==> config.mk <==
export PLATFORM = sky130hd
export DESIGN_NAME = load_store_unit
export DESIGN_NICKNAME = d
export VERILOG_FILES = /design/src/rtl/load_store_unit.sv
export SDC_FILE = /design/constraint.sdc
export NUM_CORES = 1
export LEC_CHECK = 0
export CAP_MARGIN = 5
export CORE_ASPECT_RATIO = 2
export CORE_MARGIN = 2
export CORE_UTILIZATION = 30
export CTS_BUF_LIST = sky130_fd_sc_hd__clkbuf_8
export DETAILED_ROUTE_END_ITERATION = 6
export DONT_BUFFER_PORTS = 1
export GPL_TIMING_DRIVEN = 1
export SYNTH_ARGS = -nofsm -noshare
export SYNTH_HDL_FRONTEND = slang
export SYNTH_SLANG_ARGS = --single-unit
export TNS_END_PERCENT = 100
==> constraint.sdc <==
create_clock -name Clk -period 3.4 [get_ports Clk]
set_clock_uncertainty 0.15 [all_clocks]
set_input_delay 0.34 -clock Clk [delete_from_list [all_inputs] [get_ports Clk]]
set_output_delay 0.34 -clock Clk [all_outputs]
set_load 0.02 [all_outputs]
==> src/rtl/load_store_unit.sv <==
// RV32I load/store unit: turns byte/half/word accesses into whole-word memory cycles,
// extracting and extending load lanes and doing read-modify-write for sub-word stores.
module load_store_unit #(
    parameter int MEM_BYTES = 64
) (
    input  logic        Clk,
    input  logic        Rst,
    input  logic        ReqValid,
    output logic        ReqReady,
    input  logic        MemReadReq,
    input  logic        MemWriteReq,
    input  logic [2:0]  Funct3,
    input  logic [31:0] Address,
    input  logic [31:0] StoreData,
    output logic [31:0] LoadData,
    output logic        Done,
    output logic        Fault,
    output logic [31:0] MemAddress,
    output logic [31:0] MemWriteData,
    output logic        MemWriteEn,
    output logic        MemReadEn,
    input  logic [31:0] MemReadData
);

    typedef enum logic [2:0] {IDLE, LOAD_RD, STORE_WR, RMW_RD, RMW_WR, FAULT_ST} state_t;

    state_t      state_q;
    logic [31:0] load_data_q, mem_addr_q, mem_wdata_q;
    logic        done_q, fault_q, mem_we_q, mem_re_q;
    logic [1:0]  off_q;
    logic [2:0]  f3_q;
    logic [15:0] sdata_q;

    logic        accept;
    logic        f3_legal_d, req_fault_d;
    logic [2:0]  size_d;
    logic [32:0] end_addr_d;

    function automatic logic [31:0] extract_load(input logic [31:0] word,
                                                 input logic [2:0]  f3,
                                                 input logic [1:0]  off);
        logic [7:0]  b;
        logic [15:0] h;
        b = word[{off, 3'b000} +: 8];
        h = word[{off[1], 4'b0000} +: 16];
        case (f3)
            3'b000:  return {{24{b[7]}}, b};
            3'b001:  return {{16{h[15]}}, h};
            3'b100:  return {24'b0, b};
            3'b101:  return {16'b0, h};
            default: return word;
        endcase
    endfunction

    function automatic logic [31:0] merge_store(input logic [31:0] word,
                                                input logic [15:0] data,
                                                input logic [1:0]  off,
                                                input logic        half);
        logic [31:0] r;
        r = word;
        if (half) r[{off[1], 4'b0000} +: 16] = data;
        else      r[{off, 3'b000} +: 8]      = data[7:0];
        return r;
    endfunction

    assign ReqReady = Rst && (state_q == IDLE);
    assign accept   = ReqValid && ReqReady;

    always_comb begin
        size_d = 3'd4;
        case (Funct3[1:0])
            2'b00:   size_d = 3'd1;
            2'b01:   size_d = 3'd2;
            default: size_d = 3'd4;
        endcase
        f3_legal_d = 1'b0;
        case (Funct3)
            3'b000, 3'b001, 3'b010: f3_legal_d = 1'b1;
            3'b100, 3'b101:         f3_legal_d = MemReadReq;
            default:                f3_legal_d = 1'b0;
        endcase
        // 33-bit sum so addresses near 2^32 cannot wrap back into range
        end_addr_d  = {1'b0, Address} + {30'b0, size_d};
        req_fault_d = (MemReadReq == MemWriteReq) || !f3_legal_d ||
                      (Funct3[1:0] == 2'b01 && Address[0]) ||
                      (Funct3[1:0] == 2'b10 && Address[1:0] != 2'b00) ||
                      (end_addr_d > 33'(MEM_BYTES));
    end

    // Request fields needed after accept; no reset needed, only read in busy states
    always_ff @(posedge Clk) begin
        if (accept) begin
            off_q   <= Address[1:0];
            f3_q    <= Funct3;
            sdata_q <= StoreData[15:0];
        end
    end

    always_ff @(posedge Clk or negedge Rst) begin
        if (!Rst) begin
            state_q     <= IDLE;
            load_data_q <= '0;
            mem_addr_q  <= '0;
            mem_wdata_q <= '0;
            done_q      <= 1'b0;
            fault_q     <= 1'b0;
            mem_we_q    <= 1'b0;
            mem_re_q    <= 1'b0;
        end else begin
            done_q   <= 1'b0;
            fault_q  <= 1'b0;
            mem_we_q <= 1'b0;
            mem_re_q <= 1'b0;
            case (state_q)
                IDLE: begin
                    if (accept) begin
                        mem_addr_q <= {Address[31:2], 2'b00};
                        if (req_fault_d) begin
                            state_q <= FAULT_ST;
                        end else if (MemReadReq) begin
                            state_q  <= LOAD_RD;
                            mem_re_q <= 1'b1;
                        end else if (Funct3[1:0] == 2'b10) begin
                            state_q     <= STORE_WR;
                            mem_we_q    <= 1'b1;
                            mem_wdata_q <= StoreData;
                        end else begin
                            state_q  <= RMW_RD;
                            mem_re_q <= 1'b1;
                        end
                    end
                end
                LOAD_RD: begin
                    load_data_q <= extract_load(MemReadData, f3_q, off_q);
                    mem_addr_q  <= '0;
                    done_q      <= 1'b1;
                    state_q     <= IDLE;
                end
                RMW_RD: begin
                    mem_wdata_q <= merge_store(MemReadData, sdata_q, off_q, f3_q[0]);
                    mem_we_q    <= 1'b1;
                    state_q     <= RMW_WR;
                end
                STORE_WR, RMW_WR: begin
                    mem_addr_q <= '0;
                    done_q     <= 1'b1;
                    state_q    <= IDLE;
                end
                FAULT_ST: begin
                    mem_addr_q <= '0;
                    done_q     <= 1'b1;
                    fault_q    <= 1'b1;
                    state_q    <= IDLE;
                end
                default: state_q <= IDLE;
            endcase
        end
    end

    assign LoadData     = load_data_q;
    assign Done         = done_q;
    assign Fault        = fault_q;
    assign MemAddress   = mem_addr_q;
    assign MemWriteData = mem_wdata_q;
    assign MemWriteEn   = mem_we_q;
    assign MemReadEn    = mem_re_q;

endmodule
==> impl_metrics.py, run 1 <==
metrics = {
    "outcome": {
        "outcome": "complete, no violations",
    },
    "synthesis": {
        "synth_common_cells": "dfrtp_1, nand2_1, a21oi_1",
        "synthCells": 699,
        "synthSimpleGateAreaFrac_pct": 16.26,
        "async_reset_ff_share_pct": 82.79,
        "syn_area_um2": 6756,
        "synth_top_cell_by_area": "dfrtp_1",
        "synth_cell_types": 73,
        "synth-edff-count": 21,
        "ys_top_cells_by_area": "dfrtp_1, edfxtp_1, nand2_1, a21oi_1, a22o_1",
        "synth_top_area_share_pct": 37.41,
        "yosysMostFrequentCell": "dfrtp_1",
        "ys_seq_area_share_pct": 46.74,
        "synth_ff_type": "dfrtp_1",
        "syn_avg_cell_area_um2": 9.666,
        "synth_top_family_by_area": "compound AO/OA/AOI/OAI gates",
        "synth_fa_ha_area_share_pct": 1.778,
        "yosysWarnings": 0,
        "synth-xor-area-share_pct": 0.9074,
        "synth_compound_area_share_pct": 22.76,
        "muxShareOfSynthArea_pct": 7.259,
        "ys_seq_elements": 122,
    },
    "power_and_ir_drop": {
        "vdd_drop_max_v": 0.0002309,
        "leakage_nw": 3.629,
        "pwr_density_cell_nw_per_um2": 440.2,
    },
    "setup_path": {
        "startpoint_type": "register",
        "worstSetupStartpoint": "state_q[0]",
        "r2r_cells": 10,
        "setup.worst_path.end_class": "register",
        "cp.required_ps": 3600,
        "worstSetupPathType": "register to register",
        "critPathCapture": "MemAddress[9]",
        "regToRegStartpoint": "state_q[0]",
        "worstPathMaxFanout": 53,
        "worstPathArrival_ps": 3270,
        "r2r-end": "MemAddress[9]",
        "r2r_slack_ps": 330,
    },
    "placed_design": {
        "place_congestion": 0.9168,
        "place_inst": 958,
        "place_ws_ps": -47.94,
        "placement.io_buffers": 0,
        "dp_hpwl_mm": 18.97,
    },
    "grt": {
        "grt_pass1_wl_mm": 38.16,
        "grt_pass1_vias": 6364,
        "grt_antenna_before_repair": 1,
        "grt_use_total_pct": 22.02,
        "grt_start_max_net_pins": 102,
        "grt_overflow_total": 0,
    },
    "drt": {
        "dr_total_vias": 6051,
        "drc_errors": 0,
        "first_pass_iters": 5,
        "ant_nets": 0,
        "drt_wl_total_mm": 25.64,
        "viasPerCell": 5.531,
        "wire_per_inst_um": 23.44,
        "drtIter0Drc": 259,
    },
    "cts": {
        "cts_resized": 0,
        "cts_inserted_buffers": 17,
        "root_buffer": "clkbuf_8",
        "cts_max_level": 4,
        "cts_buffer_depth": 2,
        "cts_tree": "built",
        "postCtsHoldBufs": 103,
        "clock-sinks": 122,
        "clock_latency_ps": 480,
        "clk_pin_slew_worst_paths_ps": 90,
        "post_cts_buffers": 0,
    },
    "sta": {
        "fmaxAchievable_ghz": 0.3260,
        "post-route-period-util_pct": 90.22,
        "finalCriticalPeriod_ps": 3067,
        "hold_viol_final": 0,
        "worst_pin_slew_ps": 1170,
        "grt_setup_unrepaired": "false",
        "slew_headroom_pct": 21.69,
        "fin_ws_ps": 332.6,
        "finalSetupViolCount": 0,
        "slew_violations": 0,
    },
    "job": {
        "drv_cap": 0,
    },
    "layout": {
        "finalNetCount": 917,
        "stdcell_count": 1094,
        "area_delta_synth_final_pct": 27.39,
        "drive_gt1_share_pct": 8.690,
    },
    "floorplanning": {
        "core_area_um2": 22160,
        "die_h_um": 216.2,
        "rows": 77,
        "die_w_um": 110.1,
        "dieArea_um2": 23810,
        "ios": 205,
        "start_util_pct": 30.49,
    },
    "hold_path": {
        "hold_path.startpoint": "MemReadData[6]",
        "hp-class": "primary input to register",
        "holdPathStages": 3,
    },
}
## placed cells by master (no fill, tap or decap), types with 9 or more instances in the layout
master and count:
a221oi_1 12, nand2_1 79, o21ai_0 48, a211oi_1 17, inv_1 29, edfxtp_1 21, clkbuf_8 22, mux2i_1 22
nand4_1 13, dlygate4sd3_1 102, nor3_1 15, mux2_1 19, dfrtp_1 101, and3_1 10, a22oi_1 9, nand3_1 10
buf_4 25, a21oi_1 53, a22o_1 29, nor2_1 45, nor2b_1 14
## sequential cells by signal (all words and copies together) (netlist names), 2 cells and up
| signal | cells |
|---|---|
| off_q | 2 |
| MemAddress | 30 |
| f3_q | 3 |
| MemWriteData | 32 |
| state_q | 3 |
| sdata_q | 16 |
| LoadData | 32 |
## critical path, stage by stage (launching register included)
cell and delay [ps]:
dfrtp_1 450, nor4b_1 320, buf_4 210, nand2_1 140, inv_2 80, buf_4 540, nor2_2 40, buf_4 260
nand2_1 100, o21ai_0 80, dlygate4sd3_1 550
## power by group
part | internal, mW | switching [mW] | leakage (nW)
clock network | 0.737 | 0.610 | 0.216
registers | 1.63 | 0.287 | 1.48
logic | 0.249 | 0.274 | 1.93
## logic make-up after synthesis
logic type               count (synthesis)
buffers and inverters                   71
XOR/XNOR                                 7
adder cells (fa/ha/maj)                  9
multiplexers                            45
AO/OA/AOI/OAI                          222
flip-flops                             122
AND/OR/NAND/NOR                        222
other                                    1
## per-stage QoR
| stage | utilization [%] | TNS, ps | power (mW) | area (um2) | hold WS [ps] |
|---|---|---|---|---|---|
| after floorplan | - | 0 | 2.203 | 6760 | -105.6 |
| after global placement | 32.28 | -462.6 | 2.329 | 7152 | -98.62 |
| after detailed placement | 32.28 | -611.6 | 2.340 | 7152 | -99.05 |
| after CTS | 38.83 | 0 | 3.829 | 8605 | 1.359 |
| after global routing | 38.84 | 0 | 3.951 | 8607 | 15.99 |
| final | 38.84 | 0 | 3.789 | 8607 | 33.64 |
## worst min path at each step
stage | end | slack, ps
after floorplan | Done | -110
final | LoadData[6] | 30
after detailed placement | MemWriteEn | -100
after global routing | LoadData[6] | 20
after CTS | LoadData[6] | 1
after global placement | MemWriteEn | -100
## final cells by class
class	instances	area [um2]
inverter	26	97.59
multi-input combinational	507	3323
sequential	122	3158
timing repair buffer	130	1276
clock buffer	22	302.8
antenna	1	2.502
clock inverter	10	101.3
fill	2242	13550
tap	276	345.3
## routing by layer
| layer | up-vias | global-route usage, % | share of wire, % |
|---|---|---|---|
| met4 | 0 | 11.67 | 5.0 |
| met1 | 2963 | 20.19 | 32 |
| met2 | 221 | 42.04 | 57 |
| met5 | - | 0 | 0 |
| li1 | 2811 | - | - |
| met3 | 56 | 5.895 | 5.9 |
Power figures use the tool's default switching activity.
==> run 2, diff against run 1 <==
--- a/config.mk
+++ b/config.mk
@@ -10,6 +10,7 @@
 export CORE_MARGIN = 2
 export CORE_UTILIZATION = 30
 export CTS_BUF_LIST = sky130_fd_sc_hd__clkbuf_8
+export CTS_CLUSTER_SIZE = 10
 export DETAILED_ROUTE_END_ITERATION = 6
 export DONT_BUFFER_PORTS = 1
 export GPL_TIMING_DRIVEN = 1
==> results of run 2 <==
The final DEF is identical to that of run 1; final timing and power are the same.
==> run 3, diff against run 2 <==
--- a/config.mk
+++ b/config.mk
@@ -7,7 +7,6 @@
 export LEC_CHECK = 0
 export CAP_MARGIN = 5
 export CORE_ASPECT_RATIO = 2
-export CORE_MARGIN = 2
 export CORE_UTILIZATION = 30
 export CTS_BUF_LIST = sky130_fd_sc_hd__clkbuf_8
 export CTS_CLUSTER_SIZE = 10
==> constraint.sdc (replaced) <==
create_clock -name Clk -period 3.1 [get_ports Clk]
set_clock_uncertainty 0.15 [all_clocks]
set_input_delay 0.31 -clock Clk [delete_from_list [all_inputs] [get_ports Clk]]
set_output_delay 0.31 -clock Clk [all_outputs]
set_load 0.02 [all_outputs]
==> run 3 against run 2 <==
Effect of this change: register-to-register slack worse by 70 ps; total power grew 10%; via count up 1.7%; count of clock-buffer cells in the layout decreased by 5; worst setup slack got worse by 260 ps; combinational power is 15% higher; die area shrank 2.7%; cell count is 1.1% higher; clock power rose by 9%; critical endpoint is now MemWriteData[12]; largest power group unchanged.
==> impl_metrics.py, run 3 (synthesized netlist as in run 1, its figures left out) <==
metrics = {
    "setup_path": {
        "worstPathMaxFanout": 6,
        "critPathMaxStageDelay_ps": 320,
        "worstSetupPathType": "primary input to register",
        "startpoint_type": "primary input",
        "cp.required_ps": 3300,
        "r2r-end": "MemWriteData[12]",
        "regToRegStartpoint": "state_q[1]",
        "worstPathArrival_ps": 3230,
        "path_cells": "nor2_4 > ha_4 > fa_2 > a21o_1 > nand4_1 > buf_4 > nor3_1 > xnor2_1 > and4b_1 > nand4_1 > o31ai_4 > buf_12 > clkbuf_16 > mux2_2",
        "r2r_cells": 8,
        "path_common_cell": "nand4_1",
        "r2r_slack_ps": 260,
        "cp_slowest_cell": "o31ai_4",
        "setup.worst_path.end_class": "register",
    },
    "floorplanning": {
        "die_h_um": 214.2,
        "ios": 205,
        "start_util_pct": 30.62,
        "dieArea_um2": 23160,
        "core_area_um2": 22060,
        "rows": 77,
        "die_w_um": 108.1,
    },
    "power_and_ir_drop": {
        "p_switching_mw": 1.314,
        "power_mw": 4.167,
        "power_frac_seq_pct": 50.4,
        "leakage_nw": 3.690,
        "vdd_drop_max_v": 0.0002198,
        "pwr_density_cell_nw_per_um2": 471.0,
        "p_sw_share_pct": 31.54,
        "clkPwrFrac_pct": 35.2,
        "combPwrFrac_pct": 14.4,
        "intPower_mw": 2.852,
    },
    "drt": {
        "wl_met3_mm": 1.486,
        "wl_met1_mm": 8.573,
        "drc_errors": 0,
        "wire_per_inst_um": 23.91,
        "met2_length_mm": 14.52,
        "drtIter0Drc": 253,
        "drt_wl_total_mm": 26.44,
        "dr_total_vias": 6156,
        "ant_nets": 0,
        "viasPerCell": 5.566,
        "first_pass_iters": 5,
        "top_layer": "met4",
    },
    "hold_path": {
        "hold_path.startpoint": "MemReadData[24]",
        "hp-class": "primary input to register",
        "holdPathStages": 4,
        "whs_endpoint": "LoadData[8]",
    },
    "layout": {
        "area_delta_synth_final_pct": 30.94,
        "drive_gt1_share_pct": 12.55,
        "n_fill_cell": 2179,
        "finalCoreUtilization_pct": 40.10,
        "final_cell_mix": "dlygate4sd3_1, dfrtp_1, nand2_1, a21oi_1, o21ai_0",
        "finalNetCount": 929,
        "layout_commonest_cell": "dlygate4sd3_1",
    },
    "placed_design": {
        "place_congestion": 0.9000,
        "placement.io_buffers": 0,
        "dp_hpwl_mm": 18.88,
        "place_ws_ps": -397.8,
    },
    "outcome": {
        "outcome": "complete, no violations",
    },
    "cts": {
        "root_buffer": "clkbuf_8",
        "cts_buffer_depth": 2,
        "cts_inserted_buffers": 17,
        "clock_latency_ps": 460,
        "cts_max_level": 4,
        "cts_tree": "built",
        "clock-sinks": 122,
        "clk_pin_slew_worst_paths_ps": 80,
    },
    "sta": {
        "finalCriticalPeriod_ps": 3027,
        "post-route-period-util_pct": 97.64,
        "hold_ws_ps": 33.27,
        "finalSetupViolCount": 0,
        "fin_ws_ps": 73.14,
        "fmaxAchievable_ghz": 0.3304,
        "slew_headroom_pct": 42.10,
        "hold_viol_final": 0,
        "worst_pin_slew_ps": 856.4,
        "tns_ps": 0,
        "slew_violations": 0,
    },
    "grt": {
        "grt_antenna_before_repair": 1,
        "grt_pass1_wl_mm": 38.74,
        "grt_pass1_vias": 6409,
        "grt_start_max_net_pins": 102,
        "grt_overflow_total": 0,
        "grt_use_total_pct": 23.13,
    },
    "job": {
        "drv_cap": 0,
    },
}
## run 3: cell count changes in the layout (fill, tap and decap cells not counted), moves of 3 or more
cell	previous run	this run
mux2_4	0	12
mux2_1	19	7
buf_4	25	33
clkbuf_8	22	17
clkinv_2	1	4
## run 3: worst max path at each step
stage	start	endpoint	slack, ps	cells after the start
finish	Funct3[1]	MemWriteData[12]	70	14
global route	Funct3[1]	MemWriteData[15]	-9	14
CTS	Funct3[1]	MemWriteData[6]	100	13
detailed placement	Funct3[1]	MemWriteData[26]	-400	12
global placement	Funct3[1]	MemWriteData[16]	-360	12
floorplan	Funct3[1]	MemWriteData[0]	-30	12
## run 3: cell type report
type | count | area (um2) | area share [%]
multi-input combinational | 507 | 3432 | 38.79
sequential | 122 | 3158 | 35.70
timing repair buffer | 142 | 1418 | 16.02
tap | 276 | 345.3 | 3.903
clock buffer | 17 | 234.0 | 2.645
clock inverter | 15 | 160.2 | 1.810
inverter | 26 | 97.59 | 1.103
antenna | 1 | 2.502 | 0.02828
## run 3: critical path: cells and delay by family
family / cells / cell delay [ps]
AND/OR/NAND/NOR: 5 / 950
buffers and inverters: 3 / 530
AO/OA/AOI/OAI: 2 / 520
adder cells (fa/ha/maj): 2 / 390
multiplexers: 1 / 320
XOR/XNOR: 1 / 200
## run 3: timing repair
action                     CTS  global route
setup endpoints to repair    0            32
buffers inserted             0             2
hold buffers               103             0
gates resized for setup      0             6
hold endpoints to repair   219             0
## run 3: power by group through the flow
| stage | combinational [mW] | clock (mW) | sequential (mW) |
|---|---|---|---|
| finish | 0.600 | 1.47 | 2.10 |
| CTS | 0.599 | 1.51 | 2.10 |
| global route | 0.658 | 1.59 | 2.12 |
| global placement | 0.433 | 0 | 2.13 |
| detailed placement | 0.445 | 0 | 2.13 |
| floorplan | 0.339 | 0 | 2.08 |
## run 3: per-layer routing
metal | vias up | global-route usage [%]
li1 | 2840 | -
met1 | 2983 | 20.99
met2 | 256 | 42.63
met3 | 77 | 6.170
met4 | 0 | 16.39
met5 | - | 0
## run 3: metrics by stage
stage          area [um2]  std cells
2_1_floorplan        6848        700
3_3_place_gp         7284        965
3_5_place_dp         7284        965
4_1_cts              8727       1100
5_1_grt              8847       1106
6_report             8847       1106
